===== src/rtl/rsa_word_io_if.sv =====
// rsa_word_io_if
// Host-side bus of the RSA word-serial front end: the operand write port,
// the start/status signals and the 32-bit result stream.
//
// Handshake semantics (result stream): a word transfers on every rising
// clock edge where out_valid && out_ready are both high. While out_valid is
// high and out_ready is low, the producer holds out_data and out_last
// stable. out_valid never depends combinationally on out_ready.
//
// Modports:
//   master - host / consumer side (drives writes, start, out_ready)
//   slave  - rsa_word_io side (drives status and the result stream)
interface rsa_word_io_if;
    logic        wr_en;
    logic [4:0]  wr_addr;
    logic [31:0] wr_data;
    logic        start;
    logic        busy;
    logic        done;
    logic        err;
    logic        out_valid;
    logic        out_ready;
    logic [31:0] out_data;
    logic        out_last;

    modport master (
        output wr_en, wr_addr, wr_data, start, out_ready,
        input  busy, done, err, out_valid, out_data, out_last
    );

    modport slave (
        input  wr_en, wr_addr, wr_data, start, out_ready,
        output busy, done, err, out_valid, out_data, out_last
    );
endinterface


===== src/rtl/rsa_word_io.sv =====
// rsa_word_io
// Word-serial host front end for a 256-bit RSA modular-exponentiation
// engine. Operands are loaded through 32-bit register writes while IDLE;
// start releases the engine reset (RUN); on the engine end flag the result
// is captured and streamed back as eight 32-bit words (SEND). A watchdog
// aborts RUN after TIMEOUT cycles and sets a sticky err flag.
//
// Ports:
//   clk, rst       - clock, synchronous active-high reset
//   bus            - rsa_word_io_if.slave (writes, start, status, stream)
//   eng_rst        - engine reset, active-low (0 holds engine in reset)
//   eng_indata     - 256-bit input data operand
//   eng_modulos    - 256-bit modulus operand
//   eng_pow        - 32-bit exponent
//   eng_mp         - 32-bit Montgomery constant
//   eng_outdata    - 256-bit engine result
//   eng_endflag    - engine completion flag (level)
//   dbg_state      - current FSM state (IDLE=0, RUN=1, SEND=2)
module rsa_word_io #(
    parameter int WORDS   = 8,
    parameter int TIMEOUT = 4096
) (
    input  logic          clk,
    input  logic          rst,
    rsa_word_io_if.slave  bus,
    output logic          eng_rst,
    output logic [255:0]  eng_indata,
    output logic [255:0]  eng_modulos,
    output logic [31:0]   eng_pow,
    output logic [31:0]   eng_mp,
    input  logic [255:0]  eng_outdata,
    input  logic          eng_endflag,
    output logic [1:0]    dbg_state
);

    localparam int             CW       = $clog2(TIMEOUT);
    localparam logic [CW-1:0]  CNT_LAST = CW'(TIMEOUT - 1);
    localparam logic [2:0]     IDX_LAST = 3'(WORDS - 1);

    typedef enum logic [1:0] {
        IDLE = 2'd0,
        RUN  = 2'd1,
        SEND = 2'd2
    } state_t;

    state_t         state_q,   state_d;
    logic [255:0]   indata_q,  indata_d;
    logic [255:0]   modulos_q, modulos_d;
    logic [31:0]    pow_q,     pow_d;
    logic [31:0]    mp_q,      mp_d;
    logic [255:0]   result_q,  result_d;
    logic [2:0]     idx_q,     idx_d;
    logic [CW-1:0]  cnt_q,     cnt_d;
    logic           eng_rst_q, eng_rst_d;
    logic           busy_q,    busy_d;
    logic           done_q,    done_d;
    logic           err_q,     err_d;
    logic [31:0]    word_sel;

    // Result word currently addressed by the send index.
    always_comb begin
        word_sel = 32'd0;
        for (int i = 0; i < 8; i++) begin
            if (idx_q == 3'(i)) begin
                word_sel = result_q[32*i +: 32];
            end
        end
    end

    always_comb begin
        state_d   = state_q;
        indata_d  = indata_q;
        modulos_d = modulos_q;
        pow_d     = pow_q;
        mp_d      = mp_q;
        result_d  = result_q;
        idx_d     = idx_q;
        cnt_d     = cnt_q;
        eng_rst_d = eng_rst_q;
        busy_d    = busy_q;
        done_d    = 1'b0;
        err_d     = err_q;

        case (state_q)
            IDLE: begin
                // Writes land on the same edge as a simultaneous start, so
                // the engine is released with the freshly written value.
                if (bus.wr_en) begin
                    for (int i = 0; i < 8; i++) begin
                        if (bus.wr_addr == 5'(i)) begin
                            indata_d[32*i +: 32] = bus.wr_data;
                        end
                        if (bus.wr_addr == 5'(i + 8)) begin
                            modulos_d[32*i +: 32] = bus.wr_data;
                        end
                    end
                    if (bus.wr_addr == 5'd16) begin
                        pow_d = bus.wr_data;
                    end
                    if (bus.wr_addr == 5'd17) begin
                        mp_d = bus.wr_data;
                    end
                end
                if (bus.start) begin
                    state_d   = RUN;
                    eng_rst_d = 1'b1;
                    busy_d    = 1'b1;
                    cnt_d     = '0;
                    err_d     = 1'b0;
                end
            end

            RUN: begin
                cnt_d = cnt_q + 1'b1;
                // End flag is checked first so it wins over a same-cycle
                // watchdog expiry.
                if (eng_endflag) begin
                    result_d  = eng_outdata;
                    eng_rst_d = 1'b0;
                    idx_d     = 3'd0;
                    state_d   = SEND;
                end else if (cnt_q == CNT_LAST) begin
                    err_d     = 1'b1;
                    eng_rst_d = 1'b0;
                    busy_d    = 1'b0;
                    state_d   = IDLE;
                end
            end

            SEND: begin
                if (bus.out_ready) begin
                    idx_d = idx_q + 1'b1;
                    if (idx_q == IDX_LAST) begin
                        busy_d  = 1'b0;
                        done_d  = 1'b1;
                        state_d = IDLE;
                    end
                end
            end

            default: begin
                state_d = IDLE;
            end
        endcase
    end

    always_ff @(posedge clk) begin
        if (rst) begin
            state_q   <= IDLE;
            indata_q  <= '0;
            modulos_q <= '0;
            pow_q     <= '0;
            mp_q      <= '0;
            result_q  <= '0;
            idx_q     <= '0;
            cnt_q     <= '0;
            eng_rst_q <= 1'b0;
            busy_q    <= 1'b0;
            done_q    <= 1'b0;
            err_q     <= 1'b0;
        end else begin
            state_q   <= state_d;
            indata_q  <= indata_d;
            modulos_q <= modulos_d;
            pow_q     <= pow_d;
            mp_q      <= mp_d;
            result_q  <= result_d;
            idx_q     <= idx_d;
            cnt_q     <= cnt_d;
            eng_rst_q <= eng_rst_d;
            busy_q    <= busy_d;
            done_q    <= done_d;
            err_q     <= err_d;
        end
    end

    assign bus.busy      = busy_q;
    assign bus.done      = done_q;
    assign bus.err       = err_q;
    assign bus.out_valid = (state_q == SEND);
    assign bus.out_data  = (state_q == SEND) ? word_sel : 32'd0;
    assign bus.out_last  = (state_q == SEND) && (idx_q == IDX_LAST);

    assign eng_rst     = eng_rst_q;
    assign eng_indata  = indata_q;
    assign eng_modulos = modulos_q;
    assign eng_pow     = pow_q;
    assign eng_mp      = mp_q;
    assign dbg_state   = state_q;

endmodule


===== src/flat_wrapper.sv =====
// flat-port wrapper written by rule: the top's interface ports become plain ports
module rsa_word_io_flat 
#(
    parameter int WORDS   = 8,
    parameter int TIMEOUT = 4096
)
  (clk, rst, eng_rst, eng_indata, eng_modulos, eng_pow, eng_mp, eng_outdata, eng_endflag, dbg_state, bus_wr_en, bus_wr_addr, bus_wr_data, bus_start, bus_out_ready, bus_busy, bus_done, bus_err, bus_out_valid, bus_out_data, bus_out_last);
  rsa_word_io_if bus_i ();
  input  logic clk;
  input  logic rst;
  output logic eng_rst;
  output logic [255:0] eng_indata;
  output logic [255:0] eng_modulos;
  output logic [31:0] eng_pow;
  output logic [31:0] eng_mp;
  input  logic [255:0] eng_outdata;
  input  logic eng_endflag;
  output logic [1:0] dbg_state;
  input wire logic [$bits(bus_i.wr_en)-1:0] bus_wr_en;
  input wire logic [$bits(bus_i.wr_addr)-1:0] bus_wr_addr;
  input wire logic [$bits(bus_i.wr_data)-1:0] bus_wr_data;
  input wire logic [$bits(bus_i.start)-1:0] bus_start;
  input wire logic [$bits(bus_i.out_ready)-1:0] bus_out_ready;
  output wire logic [$bits(bus_i.busy)-1:0] bus_busy;
  output wire logic [$bits(bus_i.done)-1:0] bus_done;
  output wire logic [$bits(bus_i.err)-1:0] bus_err;
  output wire logic [$bits(bus_i.out_valid)-1:0] bus_out_valid;
  output wire logic [$bits(bus_i.out_data)-1:0] bus_out_data;
  output wire logic [$bits(bus_i.out_last)-1:0] bus_out_last;
  assign bus_i.wr_en = bus_wr_en;
  assign bus_i.wr_addr = bus_wr_addr;
  assign bus_i.wr_data = bus_wr_data;
  assign bus_i.start = bus_start;
  assign bus_i.out_ready = bus_out_ready;
  assign bus_busy = bus_i.busy;
  assign bus_done = bus_i.done;
  assign bus_err = bus_i.err;
  assign bus_out_valid = bus_i.out_valid;
  assign bus_out_data = bus_i.out_data;
  assign bus_out_last = bus_i.out_last;
  rsa_word_io #(.WORDS(WORDS), .TIMEOUT(TIMEOUT)) u_core (.clk(clk), .rst(rst), .bus(bus_i), .eng_rst(eng_rst), .eng_indata(eng_indata), .eng_modulos(eng_modulos), .eng_pow(eng_pow), .eng_mp(eng_mp), .eng_outdata(eng_outdata), .eng_endflag(eng_endflag), .dbg_state(dbg_state));
endmodule

===== config.mk =====
export PLATFORM = sky130hd
export DESIGN_NAME = rsa_word_io_flat
export DESIGN_NICKNAME = d
export VERILOG_FILES = /design/src/rtl/rsa_word_io_if.sv /design/src/rtl/rsa_word_io.sv /design/src/flat_wrapper.sv
export SDC_FILE = /design/constraint.sdc
export NUM_CORES = 2
export LEC_CHECK = 0
export ABC_CLOCK_PERIOD_IN_PS = 9100
export CAP_MARGIN = 20
export CORE_AREA = 2 2 356 358
export DETAILED_ROUTE_END_ITERATION = 16
export DIE_AREA = 0 0 358 360
export DONT_BUFFER_PORTS = 1
export GPL_TIMING_DRIVEN = 0
export SYNTH_ARGS = -nofsm -noshare
export SYNTH_HDL_FRONTEND = slang
export SYNTH_SLANG_ARGS = --single-unit

===== constraint.sdc =====
create_clock -name clk -period 9.1 [get_ports clk]
set_input_delay 2.73 -clock clk [delete_from_list [all_inputs] [get_ports clk]]
set_output_delay 2.73 -clock clk [all_outputs]
set_load 0.02 [all_outputs]

==> results.md <==
* Critical path startpoint category: flop
* Root Buffer: clkbuf_16
* Synth Warn # at 0
* Global-route wire length before repair at 217.9 mm
* Ys async rst share at 0%
* Top Usage Layer GRT: met2
* Net load switching power at 2.211 mW
* Clock Latency Late Sink at 0.75 ns
* Seq pwr share at 45.9%
* PnR Total Power at 8.503 mW
* Final period util at 81.44%
* Sw Ratio at 26.00%
* # port buffers at 0
* Outcome: finished clean
* Final Core Density at 30.85%
* Clock Sinks at 853
* Leakage at 11.99 nW
* Post-synthesis sequential area ratio at 51.96%
* DRC viols at 0
* # hold bufs at CTS at 0
* Area added between synthesis and finish at 17.27%
* Flops & latches, synth at 853
* Hold Vio Cnt, Final at 0
* Number of flops mapped to enable cells by yosys at 0
* Final ANT Viol Nets at 0
* Setup Buffers After CTS at 0
* Max-slew violations at 0
* Post-synthesis mux area share at 0.1904%
* Avg Synthesized Cell Area at 7.576 um^2
* Worst EP arrival at 4.68 ns
* Met1 Resource Use GR at 28.37%
* Clk network pwr share at 47.7%
* Row cnt at 130
* Layout cell share with drive strength beyond 1 at 4.770%
* R2R cell count at 9
* Synth Flop Type: dfxtp_1
* Pwr Density at 220.6 mW/mm^2
* GRT Overall Usage at 23.48%
* DR WL/cell at 25.68 um
* Achievable Freq at 134.9 MHz
* CP Capture Type: output pin
* M2 GR Usage at 35.43%
* Comb pwr share at 6.5%
* Num CTS Buffers at 96
* Setup TNS at 0 ns
* Capture point of the worst reg-to-reg path: u_core.eng_indata[121]$_SDFFE_PP0P_
* CP Capture Point: bus_out_data[30]
* CP Data Required Time at 6.37 ns
* Routability cong. at 0.9553
* Minimum setup slack among reg-to-reg paths at 5.56 ns
* Initial antenna violation count at 31
* Total die area at 0.1289 mm^2
* Clock-pin slew on the worst setup and hold paths at 0.06 ns
* Number of global-route vias before repair at 29,341
* Max stage delay on crit path at 0.56 ns
* Final Skew at 0.07430 ns
* Initial core utilization at 26.31%
* CP Cell Sequence: clkbuf_1, inv_1, clkbuf_1, ha_1, clkbuf_1, or2_1, clkbuf_1, clkbuf_1, a221o_1, a221o_1, a21boi_1
* Total core area at 0.1249 mm^2
* Syn Nets at 4,647
* DR vias at 32,343
* # IOs at 915
* Syn Inst Count at 4,338
* Clock tree buffer depth at 3
* Post-Synth Adder-Cell Area at 0.3807%
* CTS tree: yes
* Placed wire-length estimate at 124.9 mm
* Die Y at 360 um
* Main combinational cell family by area after synthesis: simple AND/OR/NAND/NOR gates
* Finished Cell Area at 0.03854 mm^2
* Critical Path Fanout Max at 10
* Rel. slew slack at 23.65%
* Post-Synth XOR/XNOR Area at 0.1599%
* M3 GR Usage at 10.06%
* Tmin final at 7.411 ns
* Drt first pass iters at 6
* Number of max-cap violations at 0
* Mean number of vias per cell at 5.217
* Max VDD drop at 0.1538 mV
* Post-CTS sizing at 0
* Compound-Gate Fraction of Synth Area at 19.29%
* Grt total ovfl at 0
* H-tree depth at 3
* Worst path most repeated cell: clkbuf_1
* Reg-to-reg critical path startpoint: u_core.dbg_state[1]$_SDFFE_PP0P_
* Post-Syn Area at 0.03286 mm^2
* Pint at 6.292 mW
* HP Class: flop to flop
* Measured slew at the worst slew-check pin at 1.145 ns
* Pin count of the biggest net entering global routing at 16
* Post-placement cell area at 0.03516 mm^2
* Worst Setup Path Type: flop to output pin
* Setup violators final at 0
* Synth Area in Simple Gates at 22.28%
* Worst-path cell with the longest stage delay: a21boi_1
* Hold Slack at 0.4532 ns
* RSZ-0062 raised after global routing: no
* Library cells used by synthesis at 45
* Crit path launch: u_core.idx_q[2]$_SDFFE_PP0P_
* WL final at 159.2 mm
* Nets at 4,761
* Die X at 358 um
* DRT iter0 DRCs at 3,983
[state kept, by name, indices dropped and copies added (netlist names)]
register,flops
u_core.bus.done,1
u_core.idx_q,3
u_core.eng_pow,32
u_core.eng_mp,32
u_core.eng_rst,1
u_core.bus.busy,1
u_core.result_q,256
u_core.cnt_q,12
u_core.bus.err,1
u_core.dbg_state,2
u_core.eng_indata,256
u_core.eng_modulos,256
[per-layer routing]
layer  vias up  share of wire, %
met1     15634                39
met4         6               4.9
met2      1812                44
met3       413                13
met5         -             0.032
li1      14478                 -
[power by group through the flow]
stage	logic (mW)	clock network [mW]	registers (mW)
after floorplan	0.306	0	3.95
after global placement	0.519	0	3.98
after detailed placement	0.535	0	3.98
after CTS	0.536	4.09	3.90
after global routing	0.583	4.24	3.90
final	0.549	4.05	3.90
[area by class of cell]
class	instances	area [um^2]
antenna	22	55.05
buffer	415	1610
clock buffer	148	2889
clock inverter	26	415.4
fill	13400	86380
inverter	74	277.8
multi-input combinational	2996	13920
sequential	853	17080
tap	1650	2064
timing repair buffer	16	232.7
[Yosys cell counts (all sizes together), types with 33 or more instances]
master	instances	area, um^2
nand2	1702	6391
a21oi	904	4524
dfxtp	853	17080
clkbuf	363	1363
a221o	96	960.9
inv	74	277.8
buf	52	246.5
nor2	50	187.7
nand3b	34	255.2
a211o	33	289.0
a21boi	33	247.7
a22oi	33	247.7
[cell families after synthesis]
group | Yosys count
AND/OR/NAND/NOR | 1865
AO/OA/AOI/OAI | 1109
flip-flops | 853
buffers and inverters | 489
adder cells (fa/ha/maj) | 10
XOR/XNOR | 6
multiplexers | 6
[worst min path at each step]
stage                     depth (start not counted)                           endpoint                               from
after floorplan                                   2   u_core.result_q[64]$_SDFFE_PP0P_   u_core.result_q[64]$_SDFFE_PP0P_
after global routing                              2   u_core.result_q[13]$_SDFFE_PP0P_   u_core.result_q[13]$_SDFFE_PP0P_
final                                             2   u_core.result_q[94]$_SDFFE_PP0P_   u_core.result_q[94]$_SDFFE_PP0P_
after detailed placement                          2  u_core.result_q[229]$_SDFFE_PP0P_  u_core.result_q[229]$_SDFFE_PP0P_
after CTS                                         2   u_core.result_q[19]$_SDFFE_PP0P_   u_core.result_q[19]$_SDFFE_PP0P_
after global placement                            2  u_core.result_q[195]$_SDFFE_PP0P_  u_core.result_q[195]$_SDFFE_PP0P_
[placed cells by master (no fill, tap or decap), types with 3 or more instances in the layout]
cell type  synthesis  final
nand2_1         1701   1701
a21oi_1          904    904
dfxtp_1          853    853
clkbuf_1         363    386
clkbuf_16          0     97
a221o_1           96     96
inv_1             74     74
nor2_1            50     50
buf_2             38     38
nand3b_1          34     34
a211o_1           33     33
a22oi_1           33     33
a21boi_1          32     32
clkbuf_8           0     27
diode_2            0     22
nand3_1           15     15
buf_1             13     13
nor3_1            14     12
nor2b_1           10     10
ha_1              10     10
buf_8              0     10
clkinv_2           0      9
or3_1              7      7
and3_1             7      7
o21ai_0            6      6
xnor2_1            6      6
nand4_1            5      5
clkinv_16          0      5
bufinv_16          0      5
buf_4              1      4
mux2i_1            4      4
nand2b_1           4      4
and2_1             3      3
[metrics by stage]
| step | setup slack [ns] | instances |
|---|---|---|
| final | 1.689 | 6200 |
| after global routing | 1.477 | 6195 |
| after CTS | 1.721 | 6176 |
| after floorplan | 3.737 | 4338 |
| after global placement | 2.579 | 5988 |
| after detailed placement | 2.559 | 6002 |
[worst max-delay path, delay by kind of cell (launching register included)]
family                   cells  cell delay [ns]
buffers and inverters        6             1.67
flip-flops                   1             0.34
adder cells (fa/ha/maj)      1             0.28
AND/OR/NAND/NOR              1             0.27
AO/OA/AOI/OAI                3             1.41
Note: power is estimated with default switching activity, not from simulation.
